[src/rtl/move_commit_ctrl_if.sv]
// Move-request and board-RAM signal bundle for move_commit_ctrl.
// master: request source / RAM side; slave: the commit controller.
interface move_commit_ctrl_if #(
   parameter int COORD_W = 4,
   parameter int ADDR_W  = 8,
   parameter int CNT_W   = 9
);
   logic               req_valid;
   logic [COORD_W-1:0] req_x;
   logic [COORD_W-1:0] req_y;
   logic               req_ready;
   logic [ADDR_W-1:0]  mem_addr;
   logic [1:0]         mem_rdata;
   logic [1:0]         mem_wdata;
   logic               mem_we;
   logic               done;
   logic               accepted;
   logic [1:0]         reject_code;
   logic               turn;
   logic [CNT_W-1:0]   move_count;
   logic               board_full;

   modport master (
      output req_valid, req_x, req_y, mem_rdata,
      input  req_ready, mem_addr, mem_wdata, mem_we, done, accepted,
             reject_code, turn, move_count, board_full
   );

   modport slave (
      input  req_valid, req_x, req_y, mem_rdata,
      output req_ready, mem_addr, mem_wdata, mem_we, done, accepted,
             reject_code, turn, move_count, board_full
   );
endinterface

[src/rtl/move_commit_ctrl.sv]
// Commits a player's move into board RAM when the target cell is empty,
// reports the outcome, alternates the turn and counts placed stones.
//
// state | meaning
// IDLE  | ready for a request
// RD    | cell address presented, RAM is reading it
// CHK   | cell contents inspected
// WR    | stone written (one-cycle mem_we)
// RESP  | result valid, done pulse
module move_commit_ctrl #(
   parameter int BOARD_W = 16,
   parameter int BOARD_H = 16,
   parameter int COORD_W = 4,
   parameter int ADDR_W  = 8,
   parameter int CNT_W   = 9
) (
   input  logic clk,
   input  logic reset,
   move_commit_ctrl_if.slave bus
);
   localparam int CELLS = BOARD_W * BOARD_H;

   typedef enum logic [2:0] {S_IDLE, S_RD, S_CHK, S_WR, S_RESP} state_t;

   state_t            state;
   logic              req_oor;
   logic [ADDR_W-1:0] req_addr;

   // Range check and linear address of the incoming request.
   always_comb begin
      req_oor  = (int'(bus.req_x) >= BOARD_W) || (int'(bus.req_y) >= BOARD_H);
      req_addr = ADDR_W'(int'(bus.req_y) * BOARD_W + int'(bus.req_x));
   end

   // Request sequencing with all outputs registered.
   always_ff @(posedge clk) begin
      if (reset) begin
         state            <= S_IDLE;
         bus.req_ready    <= 1'b1;
         bus.mem_addr     <= '0;
         bus.mem_wdata    <= 2'b00;
         bus.mem_we       <= 1'b0;
         bus.done         <= 1'b0;
         bus.accepted     <= 1'b0;
         bus.reject_code  <= 2'b00;
         bus.turn         <= 1'b0;
         bus.move_count   <= '0;
         bus.board_full   <= 1'b0;
      end else begin
         case (state)
            S_IDLE: begin
               if (bus.req_valid) begin
                  bus.req_ready <= 1'b0;
                  if (bus.board_full) begin
                     state           <= S_RESP;
                     bus.done        <= 1'b1;
                     bus.accepted    <= 1'b0;
                     bus.reject_code <= 2'b11;
                  end else if (req_oor) begin
                     state           <= S_RESP;
                     bus.done        <= 1'b1;
                     bus.accepted    <= 1'b0;
                     bus.reject_code <= 2'b01;
                  end else begin
                     state        <= S_RD;
                     bus.mem_addr <= req_addr;
                  end
               end
            end
            S_RD: state <= S_CHK;
            S_CHK: begin
               // Reserved code 11 is treated as occupied too.
               if (bus.mem_rdata != 2'b00) begin
                  state           <= S_RESP;
                  bus.done        <= 1'b1;
                  bus.accepted    <= 1'b0;
                  bus.reject_code <= 2'b10;
               end else begin
                  state         <= S_WR;
                  bus.mem_we    <= 1'b1;
                  bus.mem_wdata <= bus.turn ? 2'b10 : 2'b01;
               end
            end
            S_WR: begin
               state           <= S_RESP;
               bus.mem_we      <= 1'b0;
               bus.done        <= 1'b1;
               bus.accepted    <= 1'b1;
               bus.reject_code <= 2'b00;
            end
            S_RESP: begin
               state         <= S_IDLE;
               bus.done      <= 1'b0;
               bus.req_ready <= 1'b1;
               if (bus.accepted && !bus.board_full) begin
                  bus.turn       <= ~bus.turn;
                  bus.move_count <= bus.move_count + CNT_W'(1);
                  bus.board_full <= (bus.move_count + CNT_W'(1)) == CNT_W'(CELLS);
               end
            end
            default: state <= S_IDLE;
         endcase
      end
   end
endmodule

[src/flat_wrapper.sv]
// flat-port wrapper written by rule: the top's interface ports become plain ports
module move_commit_ctrl_flat 
#(
   parameter int BOARD_W = 16,
   parameter int BOARD_H = 16,
   parameter int COORD_W = 4,
   parameter int ADDR_W  = 8,
   parameter int CNT_W   = 9
)
  (clk, reset, bus_req_valid, bus_req_x, bus_req_y, bus_mem_rdata, bus_req_ready, bus_mem_addr, bus_mem_wdata, bus_mem_we, bus_done, bus_accepted, bus_reject_code, bus_turn, bus_move_count, bus_board_full);
  move_commit_ctrl_if #(.COORD_W(COORD_W), .ADDR_W(ADDR_W), .CNT_W(CNT_W)) bus_i ();
  input  logic clk;
  input  logic reset;
  input wire logic [$bits(bus_i.req_valid)-1:0] bus_req_valid;
  input wire logic [$bits(bus_i.req_x)-1:0] bus_req_x;
  input wire logic [$bits(bus_i.req_y)-1:0] bus_req_y;
  input wire logic [$bits(bus_i.mem_rdata)-1:0] bus_mem_rdata;
  output wire logic [$bits(bus_i.req_ready)-1:0] bus_req_ready;
  output wire logic [$bits(bus_i.mem_addr)-1:0] bus_mem_addr;
  output wire logic [$bits(bus_i.mem_wdata)-1:0] bus_mem_wdata;
  output wire logic [$bits(bus_i.mem_we)-1:0] bus_mem_we;
  output wire logic [$bits(bus_i.done)-1:0] bus_done;
  output wire logic [$bits(bus_i.accepted)-1:0] bus_accepted;
  output wire logic [$bits(bus_i.reject_code)-1:0] bus_reject_code;
  output wire logic [$bits(bus_i.turn)-1:0] bus_turn;
  output wire logic [$bits(bus_i.move_count)-1:0] bus_move_count;
  output wire logic [$bits(bus_i.board_full)-1:0] bus_board_full;
  assign bus_i.req_valid = bus_req_valid;
  assign bus_i.req_x = bus_req_x;
  assign bus_i.req_y = bus_req_y;
  assign bus_i.mem_rdata = bus_mem_rdata;
  assign bus_req_ready = bus_i.req_ready;
  assign bus_mem_addr = bus_i.mem_addr;
  assign bus_mem_wdata = bus_i.mem_wdata;
  assign bus_mem_we = bus_i.mem_we;
  assign bus_done = bus_i.done;
  assign bus_accepted = bus_i.accepted;
  assign bus_reject_code = bus_i.reject_code;
  assign bus_turn = bus_i.turn;
  assign bus_move_count = bus_i.move_count;
  assign bus_board_full = bus_i.board_full;
  move_commit_ctrl #(.BOARD_W(BOARD_W), .BOARD_H(BOARD_H), .COORD_W(COORD_W), .ADDR_W(ADDR_W), .CNT_W(CNT_W)) u_core (.clk(clk), .reset(reset), .bus(bus_i));
endmodule
[config.mk]
export PLATFORM = sky130hd
export DESIGN_NAME = move_commit_ctrl_flat
export DESIGN_NICKNAME = d
export VERILOG_FILES = /design/src/rtl/move_commit_ctrl_if.sv /design/src/rtl/move_commit_ctrl.sv /design/src/flat_wrapper.sv
export SDC_FILE = /design/constraint.sdc
export NUM_CORES = 1
export LEC_CHECK = 0
export ABC_AREA = 1
export CORE_ASPECT_RATIO = 1.2
export CORE_MARGIN = 2
export CORE_UTILIZATION = 24
export DETAILED_ROUTE_END_ITERATION = 7
export GPL_TIMING_DRIVEN = 1
export HOLD_SLACK_MARGIN = 0.06
export PLACE_DENSITY = 0.42
export SYNTH_ARGS = -nofsm -noshare
export SYNTH_HDL_FRONTEND = slang
export SYNTH_SLANG_ARGS = --single-unit
[constraint.sdc]
create_clock -name clk -period 2.34 [get_ports clk]
set_input_delay 0.468 -clock clk [delete_from_list [all_inputs] [get_ports clk]]
set_output_delay 0.468 -clock clk [all_outputs]
set_load 0.05 [all_outputs]
==> flow_summary.yaml <==
run_status:
  status: "complete, no violations"
worst_setup_path:
  critPathSlowestCell: "clkdlybuf4s50_1"
  r2r-end: "u_core.bus.board_full"
  r2r_slack_ns: 0.90
  rr_worst_depth: 7
  worst-path-buf-inv: 1
  critPathMaxStageDelay_ns: 0.85
  crit_fanout: 7
  required_ns: 1.87
  endpoint_kind: "output port"
  crit_family: "buffers and inverters"
  crit_type: "register to output port"
  worstReg2RegStart: "u_core.bus.move_count[1]"
  cp_cell_sequence: "clkdlybuf4s50_1"
  cp-start-kind: "register"
  cp.arrival_ns: 1.59
die:
  dieArea_um2: 6280
  core_area_um2: 5560
  io_pins: 40
  die_w_um: 72.7
  start_util: 0.245
  dieHeight_um: 86.4
  std_cell_rows: 30
yosys:
  synthCells: 187
  ys_ff_latch: 30
  async_flop_share: 0
  synth_ff_type: "dfxtp_1"
  synth.most_common_cell: "nor2_1"
  synth-edff-count: 0
  synth.largest_area_cell: "dfxtp_1"
  seq_area_frac_synth: 0.442
  synth_common_cells: "nor2_1, dfxtp_1, nand2_1, inv_1, o21ai_1"
  synth.area.top_cells: "dfxtp_1, nor2_1, nand2_1"
  synth_fp_nets: 202
  syn_avg_cell_area_um2: 7.27
  synth_top_area_share: 0.442
  syn-cell-area_um2: 1360
  synth_cell_types: 24
  yosysWarnings: 0
clock_tree:
  ctsResizeCount: 0
  cts.reportedPaths.clkPinSlew_ns: 0.07
  tritoncts: "built"
  root_buffer: "clkbuf_8"
  cts_hold_buffers: 0
  cts.repair_timing.setup_buffer_count: 0
  cts_max_level: 2
  clk_latency_ns: 0.28
  cts_buffer_depth: 2
  cts_buffers: 5
  numClockSinks: 30
global_routing:
  grt_pass1_vias: 1174
  met1_usage: 0.137
  grt_usage: 0.115
  use_met3: 0.0360
  antenna_found_initial: 0
  gr-usage-met2: 0.184
  gr-total-overflow: 0
  grt_max_degree: 18
  grt-busiest-layer: "met2"
  grt_pass1_wl_um: 5500
finish:
  seq_area_um2: 601
  antenna_cells: 0
  drive_gt1_frac: 0.108
  multi_input_area_um2: 638
  fill_cells: 624
  fin_nets: 246
  area_growth_pct: 40.5
  stdcell_count: 296
place:
  port_buffers: 39
  dp_hpwl_um: 2480
  globalplace.congestion: 0.736
  dp_cells: 288
route:
  viasPerCell: 4.30
  ant_nets: 0
  routed_wirelength_um: 3330
  firstDrtPassIters: 4
  route.detailed.drc: 0
  drt_iter0_drc: 38
  wl_per_cell_um: 11.2
  vias: 1273
sta:
  setup_violations: 0
  finalCritPeriodShare: 0.878
  worstMarginPinSlew_ns: 0.503
  fmax_ghz: 0.487
  rsz0062_at_grt: "no"
  hold_viol_final: 0
  finalSetupTns_ns: 0
  fin_skew_ns: 0.00559
  fin_crit_ns: 2.05
  slew_violations: 0
  slew_headroom: 0.663
power_and_ir_drop:
  powerDensity_nw_per_um2: 679
  p_leak_nw: 0.766
  vdd_ir_drop_max_mv: 0.164
  p_total_mw: 1.30
worst_hold_path:
  hold_path_depth: 2
  hold_path_startpoint: "u_core.bus.reject_code[0]"
  worstHoldPathType: "register to register"
  hold_path_end: "u_core.bus.reject_code[0]"
run:
  maxCapViolCount: 0
[final cells by class]
class | count | area share
clock inverter | 1 | 0.00262
inverter | 27 | 0.0531
tap | 64 | 0.0419
clock buffer | 7 | 0.0452
sequential | 30 | 0.315
multi-input combinational | 127 | 0.334
timing repair buffer | 40 | 0.208
[how the worst max path moves through the flow]
stage	start	endpoint	slack, ns	cells after the start
after CTS	u_core.bus.move_count[2]	bus_move_count[2]	0.26	1
after floorplan	u_core.bus.move_count[1]	u_core.bus.board_full	0.64	7
final	u_core.bus.move_count[2]	bus_move_count[2]	0.29	1
after global placement	u_core.bus.move_count[2]	bus_move_count[2]	0.59	1
after global routing	u_core.bus.move_count[2]	bus_move_count[2]	0.23	1
after detailed placement	u_core.bus.move_count[2]	bus_move_count[2]	0.57	1
[through the flow]
step	hold WS (ns)	setup slack, ns	area, um2	util
after CTS	0.452	0.259	1910	0.344
after detailed placement	0.442	0.574	1820	0.327
final	0.449	0.287	1910	0.344
after global placement	0.444	0.588	1820	0.327
after global routing	0.487	0.230	1910	0.344
after floorplan	0.508	0.636	1360	-
[worst register-to-register path: stages, from the launching register on]
cell and delay, ns:
dfxtp_1 0.43, ha_1 0.24, nand2_2 0.09, nor2_2 0.16, a21oi_1 0.10, nor2_2 0.14
nand4_1 0.10, a21oi_1 0.12
[sequential cells by signal, summed over array words and instances, names as in the netlist, 2 cells and up]
| signal | flops |
|---|---|
| u_core.bus.move_count | 9 |
| u_core.bus.mem_wdata | 2 |
| u_core.bus.reject_code | 2 |
| u_core.state | 3 |
| u_core.bus.mem_addr | 8 |
[where the power goes]
group          total (mW)  internal (mW)  leakage, nW  switching (mW)
registers           0.566          0.545        0.245          0.0206
clock network       0.434          0.237       0.0482           0.197
logic               0.296          0.103        0.473           0.193
[kinds of logic (layout without fill, tap and decap cells)]
family                     after synthesis  count (layout)  synth area share
buffers and inverters                   30              75            0.0884
and+or+nand+nor                         84              84             0.295
DFF                                     30              30             0.442
AOI/OAI and AO/OA                       41              41             0.157
adders and majority gates                2               2            0.0184
[per-layer routing]
metal,wire length [um],vias to the layer above
met3,152,6
met1,1580,555
met2,1520,29
li1,-,683
met4,73,0
met5,0,-
[cell usage in the layout, fill, tap and decap left out, drive strengths merged]
cell	Yosys	layout
clkdlybuf4s50	0	39
nor2	38	38
nand2	31	31
dfxtp	30	30
inv	26	26
o21ai	22	22
a21oi	16	16
nand3	11	11
clkbuf	2	7
a31oi	3	3
nand4	2	2
nor3	2	2
ha	2	2
clkinv	1	2
buf	1	1
Power figures use the tool's default switching activity.
